<file path="config.mk">
export PLATFORM = sky130hd
export DESIGN_NAME = mem_lsu
export DESIGN_NICKNAME = d
export VERILOG_FILES = /design/src/rtl/mem_lsu.sv
export SDC_FILE = /design/constraint.sdc
export NUM_CORES = 1
export LEC_CHECK = 0
export ABC_AREA = 0
export CAP_MARGIN = 20
export CORE_UTILIZATION = 41
export CTS_CLUSTER_DIAMETER = 80
export DETAILED_ROUTE_END_ITERATION = 7
export PLACE_DENSITY = 0.87
export SYNTH_ARGS = -nofsm -noshare
export SYNTH_HDL_FRONTEND = slang
export SYNTH_SLANG_ARGS = --single-unit
</file>
<file path="constraint.sdc">
create_clock -name clk -period 4.4 [get_ports clk]
set_input_delay 0.44 -clock clk [delete_from_list [all_inputs] [get_ports clk]]
set_output_delay 0.44 -clock clk [all_outputs]
set_load 0.03 [all_outputs]
</file>
<file path="src/rtl/mem_lsu.sv">
// Handshaked load/store stage between EX and WB: one bus request per instruction,
// load extraction/extension, WB hold under backpressure. Optional ALE check via LSU_ALE_CHECK_EN.
module mem_lsu #(
  parameter int DATA_WIDTH = 32,
  parameter int ADDR_WIDTH = 32
) (
  input  logic                    clk,
  input  logic                    rst,
  input  logic                    flush_i,
  input  logic                    in_valid_i,
  output logic                    in_ready_o,
  input  logic [4:0]              wd_i,
  input  logic                    wreg_i,
  input  logic [31:0]             wdata_i,
  input  logic [7:0]              aluop_i,
  input  logic [ADDR_WIDTH-1:0]   mem_addr_i,
  input  logic [31:0]             reg2_i,
  output logic                    req_valid_o,
  input  logic                    req_ready_i,
  output logic                    req_we_o,
  output logic [ADDR_WIDTH-1:0]   req_addr_o,
  output logic [DATA_WIDTH/8-1:0] req_sel_o,
  output logic [DATA_WIDTH-1:0]   req_wdata_o,
  input  logic                    resp_valid_i,
  input  logic [DATA_WIDTH-1:0]   resp_rdata_i,
  output logic                    out_valid_o,
  input  logic                    out_ready_i,
  output logic [4:0]              wd_o,
  output logic                    wreg_o,
  output logic [31:0]             wdata_o,
  output logic                    ale_o,
  output logic [ADDR_WIDTH-1:0]   badv_o
);
  localparam int NB  = DATA_WIDTH / 8;
  localparam int OFS = $clog2(NB);

  localparam logic [7:0] EXE_LD_B_OP  = 8'h20;
  localparam logic [7:0] EXE_LD_H_OP  = 8'h21;
  localparam logic [7:0] EXE_LD_W_OP  = 8'h22;
  localparam logic [7:0] EXE_LD_BU_OP = 8'h24;
  localparam logic [7:0] EXE_LD_HU_OP = 8'h25;
  localparam logic [7:0] EXE_ST_B_OP  = 8'h28;
  localparam logic [7:0] EXE_ST_H_OP  = 8'h29;
  localparam logic [7:0] EXE_ST_W_OP  = 8'h2A;

  typedef enum logic [2:0] {S_IDLE, S_REQ, S_WAIT, S_DONE, S_DRAIN} state_e;

  state_e                state_q;
  logic [OFS-1:0]        ofs_q;
  logic [1:0]            sz_q;
  logic                  sgn_q;
  logic                  req_we_q;
  logic [ADDR_WIDTH-1:0] req_addr_q;
  logic [NB-1:0]         req_sel_q;
  logic [DATA_WIDTH-1:0] req_wdata_q;
  logic [4:0]            wd_q;
  logic                  wreg_q;
  logic [31:0]           wdata_q;
  logic                  ale_q;
  logic [ADDR_WIDTH-1:0] badv_q;

  logic                  is_ld_d, is_st_d, sgn_d, ale_d, acc;
  logic [1:0]            sz_d;
  logic [OFS-1:0]        lowmask_d, ofs_d;
  logic [NB-1:0]         sel_base_d, sel_d;
  logic [DATA_WIDTH-1:0] wdata_rep_d;
  logic [31:0]           lane_w, ext_d;

  always_comb begin
    is_ld_d = 1'b0;
    is_st_d = 1'b0;
    sz_d    = 2'd0;
    sgn_d   = 1'b0;
    case (aluop_i)
      EXE_LD_B_OP:  begin is_ld_d = 1'b1; sgn_d = 1'b1; end
      EXE_LD_H_OP:  begin is_ld_d = 1'b1; sgn_d = 1'b1; sz_d = 2'd1; end
      EXE_LD_W_OP:  begin is_ld_d = 1'b1; sz_d = 2'd2; end
      EXE_LD_BU_OP: is_ld_d = 1'b1;
      EXE_LD_HU_OP: begin is_ld_d = 1'b1; sz_d = 2'd1; end
      EXE_ST_B_OP:  is_st_d = 1'b1;
      EXE_ST_H_OP:  begin is_st_d = 1'b1; sz_d = 2'd1; end
      EXE_ST_W_OP:  begin is_st_d = 1'b1; sz_d = 2'd2; end
      default: ;
    endcase

    lowmask_d = (sz_d == 2'd0) ? '0 : (sz_d == 2'd1) ? OFS'(1) : OFS'(3);
`ifdef LSU_ALE_CHECK_EN
    ale_d = (is_ld_d | is_st_d) & (|(mem_addr_i[OFS-1:0] & lowmask_d));
    ofs_d = mem_addr_i[OFS-1:0];
`else
    // Misaligned accesses round down to the access size.
    ale_d = 1'b0;
    ofs_d = mem_addr_i[OFS-1:0] & ~lowmask_d;
`endif

    sel_base_d = (sz_d == 2'd0) ? NB'(1) : (sz_d == 2'd1) ? NB'(3) : NB'(15);
    sel_d      = sel_base_d << ofs_d;
    case (sz_d)
      2'd0:    wdata_rep_d = {NB{reg2_i[7:0]}};
      2'd1:    wdata_rep_d = {(NB/2){reg2_i[15:0]}};
      default: wdata_rep_d = {(NB/4){reg2_i}};
    endcase

    lane_w = 32'(resp_rdata_i >> {ofs_q, 3'b000});
    case (sz_q)
      2'd0:    ext_d = sgn_q ? {{24{lane_w[7]}}, lane_w[7:0]} : {24'h0, lane_w[7:0]};
      2'd1:    ext_d = sgn_q ? {{16{lane_w[15]}}, lane_w[15:0]} : {16'h0, lane_w[15:0]};
      default: ext_d = lane_w;
    endcase
  end

  assign in_ready_o  = ~rst & ~flush_i &
                       ((state_q == S_IDLE) | ((state_q == S_DONE) & out_ready_i));
  assign acc         = in_valid_i & in_ready_o;
  assign req_valid_o = (state_q == S_REQ);
  assign out_valid_o = (state_q == S_DONE);
  assign req_we_o    = req_we_q;
  assign req_addr_o  = req_addr_q;
  assign req_sel_o   = req_sel_q;
  assign req_wdata_o = req_wdata_q;
  assign wd_o        = wd_q;
  assign wreg_o      = wreg_q;
  assign wdata_o     = wdata_q;
  assign ale_o       = ale_q;
  assign badv_o      = badv_q;

  always_ff @(posedge clk or posedge rst) begin
    if (rst) begin
      state_q     <= S_IDLE;
      ofs_q       <= '0;
      sz_q        <= '0;
      sgn_q       <= 1'b0;
      req_we_q    <= 1'b0;
      req_addr_q  <= '0;
      req_sel_q   <= '0;
      req_wdata_q <= '0;
      wd_q        <= '0;
      wreg_q      <= 1'b0;
      wdata_q     <= '0;
      ale_q       <= 1'b0;
      badv_q      <= '0;
    end else if (flush_i) begin
      // A load the bus has taken still owes a response; drain it to keep ordering.
      case (state_q)
        S_REQ:   state_q <= (req_ready_i & ~req_we_q) ? S_DRAIN : S_IDLE;
        S_WAIT:  state_q <= resp_valid_i ? S_IDLE : S_DRAIN;
        S_DRAIN: state_q <= resp_valid_i ? S_IDLE : S_DRAIN;
        default: state_q <= S_IDLE;
      endcase
    end else begin
      case (state_q)
        S_IDLE, S_DONE: begin
          if (acc) begin
            wd_q        <= wd_i;
            wreg_q      <= wreg_i & ~ale_d;
            wdata_q     <= wdata_i;
            ale_q       <= ale_d;
            badv_q      <= ale_d ? mem_addr_i : '0;
            req_we_q    <= is_st_d;
            req_addr_q  <= {mem_addr_i[ADDR_WIDTH-1:OFS], OFS'(0)};
            req_sel_q   <= sel_d;
            req_wdata_q <= wdata_rep_d;
            ofs_q       <= ofs_d;
            sz_q        <= sz_d;
            sgn_q       <= sgn_d;
            state_q     <= ((is_ld_d | is_st_d) & ~ale_d) ? S_REQ : S_DONE;
          end else if (state_q == S_DONE && out_ready_i) begin
            state_q <= S_IDLE;
          end
        end
        S_REQ: if (req_ready_i) state_q <= req_we_q ? S_DONE : S_WAIT;
        S_WAIT: if (resp_valid_i) begin
          wdata_q <= ext_d;
          state_q <= S_DONE;
        end
        S_DRAIN: if (resp_valid_i) state_q <= S_IDLE;
        default: state_q <= S_IDLE;
      endcase
    end
  end
endmodule

</file>
; ---- After elaboration in Yosys (flattened, before gate mapping)
; Cells that the tools add are included.
[word_totals]
ff_bits = 113
word_cells = 87
inputBits = 149
out_inout_bits = 143
[classes]
mux = 27
n_reduce_logical = 15
n_bitwise = 12
eq_ne = 20
shifts = 2
[ops]
columns = op, n
row1 = 32-bit one-hot mux with 2 select lines, 3
row2 = 32-bit two-way mux, 4
row3 = 8-bit by 6-bit == test with 1-bit output (second input constant), 8
row4 = 32-bit by 5-bit right shift with 32-bit output, 1
row5 = 3-bit two-way mux, 8
row6 = 3-bit one-hot mux with 4 select lines, 1
row7 = 4-bit two-way mux, 2
row8 = 4-bit AND reduction, 2
row9 = 2-bit OR reduction, 4
row10 = 3-bit by 2-bit == test with 1-bit output (second input constant), 2
row11 = 2-bit two-way mux, 3
row12 = 3-bit != test (second input constant), 2
row13 = 3-bit one-hot mux with 2 select lines, 1
row14 = 3-bit OR reduction, 2
row15 = 1-bit AND, 5
row16 = 5-bit OR reduction, 1
row17 = 2-bit by 1-bit == test with 1-bit output (second input constant), 2
row18 = 2-bit logical NOT, 2
row19 = 1-bit two-way mux, 4
row20 = 2-bit != test (second input constant), 2
row21 = 4-bit != test (second input constant), 1
row22 = 2-bit one-hot mux with 2 select lines, 1
row23 = 4-bit by 2-bit left shift with 4-bit output, 1
row24 = 3-bit by 1-bit == test with 1-bit output (second input constant), 1
row25 = other kinds (10), 13

; ---- Longest topological paths before layout
; Gate-level depths: netlist of the first run.
[depth]
ltp_word = 9
mapped_depth = 7
mapped_depth_nobuf = 4

; ---- Worst setup path after synthesis of the first run
; Ideal clock, no wire load.
[synth_timing]
path_type = register to register
from = register state_q[2]
to = register wdata_q[17], in the netlist wdata_o[17]
path_stages_with_launch = 7
slack_ns = 2.353
path_buffers = 2
setup_ns = 0.129
arrival_time_ns = 1.919
synth_period_minus_slack_ns = 2.047
t_required_ns = 4.271
cell_sequence = dfrtp_1 or3b_1 buf_2 nor3b_4 nor2_4 buf_6 a2111o_1
[synth_between]
elab_chain_cells = 7
elab_cells_between_ends = 13
classes_between = 4 x eq/ne / 1 x mux / 4 x bitwise / 4 x reduce/logical
[synth_lines]
columns = item, line
row1 = "start, declared", 48  ; state_e state_q;
row2 = "start signal, assigned", 145  ; S_REQ: state_q <= (req_ready_i & ~req_we_q) ? S_DRAIN : S_IDLE;
row3 = "start signal, assigned", 146  ; S_WAIT: state_q <= resp_valid_i ? S_IDLE : S_DRAIN;
row4 = "start signal, assigned", 147  ; S_DRAIN: state_q <= resp_valid_i ? S_IDLE : S_DRAIN;
row5 = 3-bit by 2-bit == test with 1-bit output, "113, 151"
row6 = 1-bit AND, 113  ; ((state_q == S_IDLE) | ((state_q == S_DONE) & out_ready_i));
row7 = 1-bit bitwise OR, 113
row8 = 1-bit AND, 112  ; assign in_ready_o = ~rst & ~flush_i &
row9 = 1-bit AND, 114  ; assign acc = in_valid_i & in_ready_o;
row10 = 2-bit != test (no line), n/a
row11 = 4-bit AND reduction (no line), n/a
row12 = "end signal, assigned", 156  ; wdata_q <= wdata_i;
row13 = "end signal, assigned", 173  ; wdata_q <= ext_d;
row14 = "end, declared", 58  ; logic [31:0] wdata_q;
; Parallel ways exist; a longest one is shown, timed or not.
; A chain may end at the register's enable or synchronous reset.

; ---- Worst setup path in the final report of the first run
[layout_timing]
from = register state_q[0]
to = register wdata_q[23], in the netlist wdata_o[23]
; The elaborated chain is that of the path after synthesis.

==> out/results.ini, run 1 <==
[critical_path]
reg2reg_from = state_q[0]$_DFFE_PP0P_
crit_arrival_ns = 3.18
critPathRequiredTime_ns = 4.75
endpoint = wdata_o[23]$_DFFE_PP0P_
reg2reg_to = wdata_o[23]$_DFFE_PP0P_
path_cells = or3b_1, nor3b_4, o2111a_2, a2111o_1
critPathMaxStageDelay_ns = 0.78
path_depth = 4
ff2ff_setup_slack_ns = 1.57
worst-path-max-fanout = 18
worstSetupPathType = reg -> reg
reg2regPathDepth = 4
crit_path_start = state_q[0]$_DFFE_PP0P_
slowest_stage = nor3b_4
worstSetupEndpointType = flip-flop
crit_family = simple AND/OR/NAND/NOR gates
startpoint_type = flip-flop
path_buf_inv = 0

[clock_network]
cts_resized = 0
cts_tree = yes
clkTransAtPathRegs_ns = 0.06
cts_buffers = 17
cts.htree.levels = 4
hold_buffers = 0
post_cts_buffers = 0
cts_root_buffer = clkbuf_16
clk_latency_ns = 0.42
clockBufferDepth = 2
clock_sinks = 113

[floorplan]
core_um2 = 14480
ios = 292
die_h_um = 123.6
initial_utilization = 0.4190
die-area_um2 = 15290
row_count = 44
dieWidth_um = 123.6

[final_layout]
area_growth_pct = 51.74
antenna_cells = 0
nNetsFinal = 1057
drive_gt1_frac = 0.06515

[global_routing]
grt_overflow_total = 0
antenna_found_initial = 0
grt_max_degree = 122
grt_pass1_vias = 5716
track_usage = 0.2532
grt_pass1_wl_um = 29370

[timing]
finalWorstSetupSlack_ns = 1.569
period_share = 0.6435
fmax_mhz = 353.2
worst_slew_pin_slew_ns = 1.058
fin_skew_ns = 0.01527
final_hold_viol_count = 0
rsz0062_at_grt = no
tns_ns = 0
min_period_ns = 2.831
max_slew_margin = 0.2929
slew_violations = 0
setup_viol = 0

[routing]
drt_iter0_drc = 341
vias = 5963
dr.pass1.iters = 4
drc = 0
wire_per_inst_um = 17.22
wirelength_um = 19030
ant_nets = 0
avgViaCountPerCell = 5.396

[power]
ir_drop_mv = 0.2614
p_comb_frac = 0.392
p_seq_frac = 0.319
p_clk_frac = 0.289
powerDensity_nw_per_um2 = 507.0
p_sw_mw = 1.722
internal-power_mw = 2.946
p_leak_nw = 3.982
p_sw_frac = 0.3689

[place]
gp_congestion = 0.8465
dp_hpwl_um = 13590
dp_slack_ns = 1.441
numPortBuffers = 256

[yosys]
syn_area_um2 = 6067
synth-seq-area-share = 0.4661
synthArstFlopShare = 1.000
ys_types = 52
synth_edf_count = 0
yosys_warnings = 0
synthFlopType = dfrtp_1
syn_inst = 675
syn_area_per_cell_um2 = 8.988
ys_ff_latch = 113

[worst_hold_path]
hold_class = reg -> reg
min-delay-start = req_wdata_o[6]$_DFFE_PP0P_

[outcome]
outcome = finished clean

[flow_run]
drv_cap = 0

worst min-delay path by stage:
stage | cells after the start | slack (ns) | end
after CTS | 2 | 0.48 | req_wdata_o[6]$_DFFE_PP0P_
after global routing | 2 | 0.51 | req_wdata_o[5]$_DFFE_PP0P_
after global placement | 2 | 0.46 | req_wdata_o[4]$_DFFE_PP0P_
after detailed placement | 2 | 0.46 | wd_o[3]$_DFFE_PP0P_
after floorplan | 2 | 0.48 | sgn_q$_DFFE_PP0P_
final | 2 | 0.47 | req_wdata_o[6]$_DFFE_PP0P_
placed cells by master (no fill, tap or decap), types with 18 or more instances in the layout:
master             n
a21oi_1           18
a31oi_1           35
and2_1            18
clkdlybuf4s50_1  256
conb_1            35
dfrtp_1          113
mux2i_1           24
nand2_1          183
nand3_1           18
nor2_1            23
o211ai_1          32
o21ai_0           22
state kept, by name, summed over array words and instances (netlist names), 2 cells and up:
register / flops
req_wdata_o: 32
wd_o: 5
sz_q: 2
req_addr_o: 30
req_sel_o: 4
wdata_o: 32
state_q: 3
ofs_q: 2
worst reg2reg max path, delay by kind of cell (launching register included):
| family | cells | cell delay (ns) |
|---|---|---|
| flops | 1 | 0.52 |
| simple gates | 2 | 1.47 |
| compound gates | 2 | 0.76 |
power by group through the flow:
stage	logic [mW]	clock network [mW]	registers [mW]
after floorplan	0.524	0	2.00
after global placement	1.80	0	1.49
after detailed placement	1.83	0	1.50
after CTS	1.84	1.37	1.49
after global routing	1.94	1.42	1.52
final	1.83	1.35	1.49
cell type report:
| type | instances | area [um2] |
|---|---|---|
| flip-flops and latches | 113 | 2828 |
| clock buffers | 19 | 442.9 |
| fillers | 1174 | 5273 |
| well taps | 184 | 230.2 |
| repair buffers | 264 | 2648 |
| inverters | 2 | 10.01 |
| multi-input cells | 510 | 2909 |
| clock inverters | 13 | 138.9 |
stage by stage:
stage,power [mW],cells,hold WS (ns),area (um2),util
global placement,3.289,1073,0.4568,8625,0.5957
finish,4.667,1105,0.4683,9206,0.6358
global route,4.891,1105,0.5050,9206,0.6358
detailed placement,3.330,1073,0.4609,8625,0.5957
floorplan,2.523,709,0.4779,6195,-
CTS,4.696,1105,0.4764,9206,0.6358
synth_stat cells, types with 8 or more instances:
cell type    n  area, um2
a31oi_1     35      219.0
nand3b_1    11      82.58
nand2_1    183      686.9
o21ai_0     22      110.1
buf_4       36      270.3
and2_1      18      112.6
a2111o_1    16      180.2
nor2_1      23      86.33
nand3_1     18      90.09
clkbuf_1    35      131.4
a21oi_1     18      90.09
o211ai_1    32      240.2
nor3_1      17      85.08
a32o_1       9      90.09
dfrtp_1    113       2828
mux2_2       8      90.09
mux2i_1     24      240.2
cells by family after synthesis:
logic type	share of synthesized area
AOI/OAI and AO/OA	0.1774
buffers and inverters	0.07796
DFF	0.4661
muxes	0.05816
other	0.0006181
and+or+nand+nor	0.2198
routing by layer:
metal / GRT usage / wire (um) / vias up
li1: - / - / 2790
met1: 0.2991 / 7434 / 2824
met2: 0.4115 / 9230 / 303
met3: 0.08974 / 1795 / 46
met4: 0.1167 / 564 / 0
met5: 0 / 0 / -
(Power assumes the default switching activity.)
==> run 2: changes to the inputs <==
--- a/config.mk
+++ b/config.mk
@@ -7,10 +7,10 @@
 export LEC_CHECK = 0
 export ABC_AREA = 0
 export CAP_MARGIN = 20
-export CORE_UTILIZATION = 41
+export CORE_UTILIZATION = 37
 export CTS_CLUSTER_DIAMETER = 80
 export DETAILED_ROUTE_END_ITERATION = 7
-export PLACE_DENSITY = 0.87
+export PLACE_DENSITY = 0.83
 export SYNTH_ARGS = -nofsm -noshare
 export SYNTH_HDL_FRONTEND = slang
 export SYNTH_SLANG_ARGS = --single-unit
==> constraint.sdc (replaced) <==
create_clock -name clk -period 2.4 [get_ports clk]
set_input_delay 0.24 -clock clk [delete_from_list [all_inputs] [get_ports clk]]
set_output_delay 0.24 -clock clk [all_outputs]
set_load 0.03 [all_outputs]
==> run 2 against run 1 <==
Compared with the run above: sequential power up 83%; global-route usage shrank 2.3 points; critical path depth fell by 1; first-iteration DRC count down 7.3%; die area is 11% higher.
==> out/results.ini, run 2 (same netlist as run 1, synthesis figures left out) <==
[clock_network]
cts_buffers = 17
hold_buffers = 0
cts_root_buffer = clkbuf_16
clk_latency_ns = 0.42
cts.htree.levels = 4
clkTransAtPathRegs_ns = 0.05
clockBufferDepth = 2
post_cts_buffers = 0
cts_resized = 0
cts_tree = yes
clock_sinks = 113

[place]
numPortBuffers = 256
dp.cells = 1123
placed_area_um2 = 8848
gp_congestion = 0.8873
dp_hpwl_um = 14480
dp_slack_ns = 0.1319

[timing]
final_hold_viol_count = 0
finalWorstSetupSlack_ns = 0.1618
rsz0062_at_grt = no
worst_slew_pin_slew_ns = 1.064
max_slew_margin = 0.2890
fmax_mhz = 446.8
period_share = 0.9326
fin_skew_ns = 0.008633
tns_ns = 0
setup_viol = 0
slew_violations = 0
min_period_ns = 2.238

[routing]
drc = 0
wire_per_inst_um = 16.90
ant_nets = 0
wirelength_um = 19520
drt_iter0_drc = 316
avgViaCountPerCell = 5.176
vias = 5978
dr.pass1.iters = 5

[critical_path]
critPathRequiredTime_ns = 2.16
worstSetupEndpointType = primary output
worst-path-max-fanout = 9
crit_arrival_ns = 2.00
path_cells = buf_4, nor3b_1, clkdlybuf4s50_1
worstSetupPathType = reg -> out
critPathMaxStageDelay_ns = 0.73
startpoint_type = flip-flop
slowest_stage = clkdlybuf4s50_1

[final_layout]
drive_gt1_frac = 0.08520
layout_common_cells = clkdlybuf4s50_1, nand2_1, dfrtp_1
postLayoutCellArea_um2 = 9462
multi_input_area_um2 = 2909
area_growth_pct = 55.95
antenna_cells = 0
final_common_cell = clkdlybuf4s50_1
utilization = 0.5935
nNetsFinal = 1075
instances_no_fill = 1155
regArea_um2 = 2828
fillers = 1381

[worst_hold_path]
hold_class = in -> async

[global_routing]
antenna_found_initial = 0
grt_max_degree = 61
track_usage = 0.2306
grt_pass1_vias = 5576
grt_pass1_wl_um = 29500
grt_overflow_total = 0

[power]
ir_drop_mv = 0.6037
p_leak_nw = 4.100
powerDensity_nw_per_um2 = 922.1

[floorplan]
initial_utilization = 0.3806
die-area_um2 = 16910
die_h_um = 130.1
ios = 292
dieWidth_um = 130.1
row_count = 46
core_um2 = 15940

[outcome]
outcome = finished clean

[flow_run]
drv_cap = 0

==> run 2: stage by stage <==
step                hold WS (ns)  total power, mW
finish                    0.3272            8.724
global route              0.3480            9.103
detailed placement        0.4616            6.168
floorplan                 0.3362            4.626
global placement          0.4567            6.106
CTS                       0.3390            8.784
==> run 2: cell type report <==
| type | count | area share |
|---|---|---|
| sequential | 113 | 0.2989 |
| inverter | 2 | 0.001190 |
| clock buffer | 19 | 0.04787 |
| multi-input combinational | 510 | 0.3075 |
| clock inverter | 13 | 0.01693 |
| timing repair buffer | 282 | 0.2991 |
| tap | 216 | 0.02856 |
==> run 2: final timing paths <==
path                                            start                          end  slack, ns  depth (start not counted)
max                            state_q[0]$_DFFE_PP0P_                  req_valid_o       0.16                          3
min                                               rst   req_addr_o[20]$_DFFE_PP0P_       0.33                          3
max reg2reg                      ofs_q[0]$_DFFE_PP0P_      wdata_o[29]$_DFFE_PP0P_       0.22                          5
min reg2reg                req_addr_o[23]$_DFFE_PP0P_   req_addr_o[23]$_DFFE_PP0P_       0.47                          2
max in group asynchronous                         rst  req_wdata_o[30]$_DFFE_PP0P_       1.77                          3
min in group clk                       mem_addr_i[22]   req_addr_o[22]$_DFFE_PP0P_       0.35                          3
==> run 2: where the power goes <==
part	switching, mW	internal, mW
logic	1.94	1.49
clock network	0.898	1.68
registers	0.317	2.41
==> run 2: metal layers <==
layer  share of wire  GRT usage  up-vias  wire length (um)
li1                -          -     2820                 -
met2            0.49     0.3808      308              9545
met1            0.39     0.2766     2813              7555
met3           0.099    0.07667       37              1928
met4           0.025    0.09302        0               490
met5               0          0        -                 0
==> run 2: critical path, delay by kind of cell, from the launching register on <==
family                 cells  cell delay (ns)
buffers and inverters      2             0.93
DFF                        1             0.48
and+or+nand+nor            1             0.18
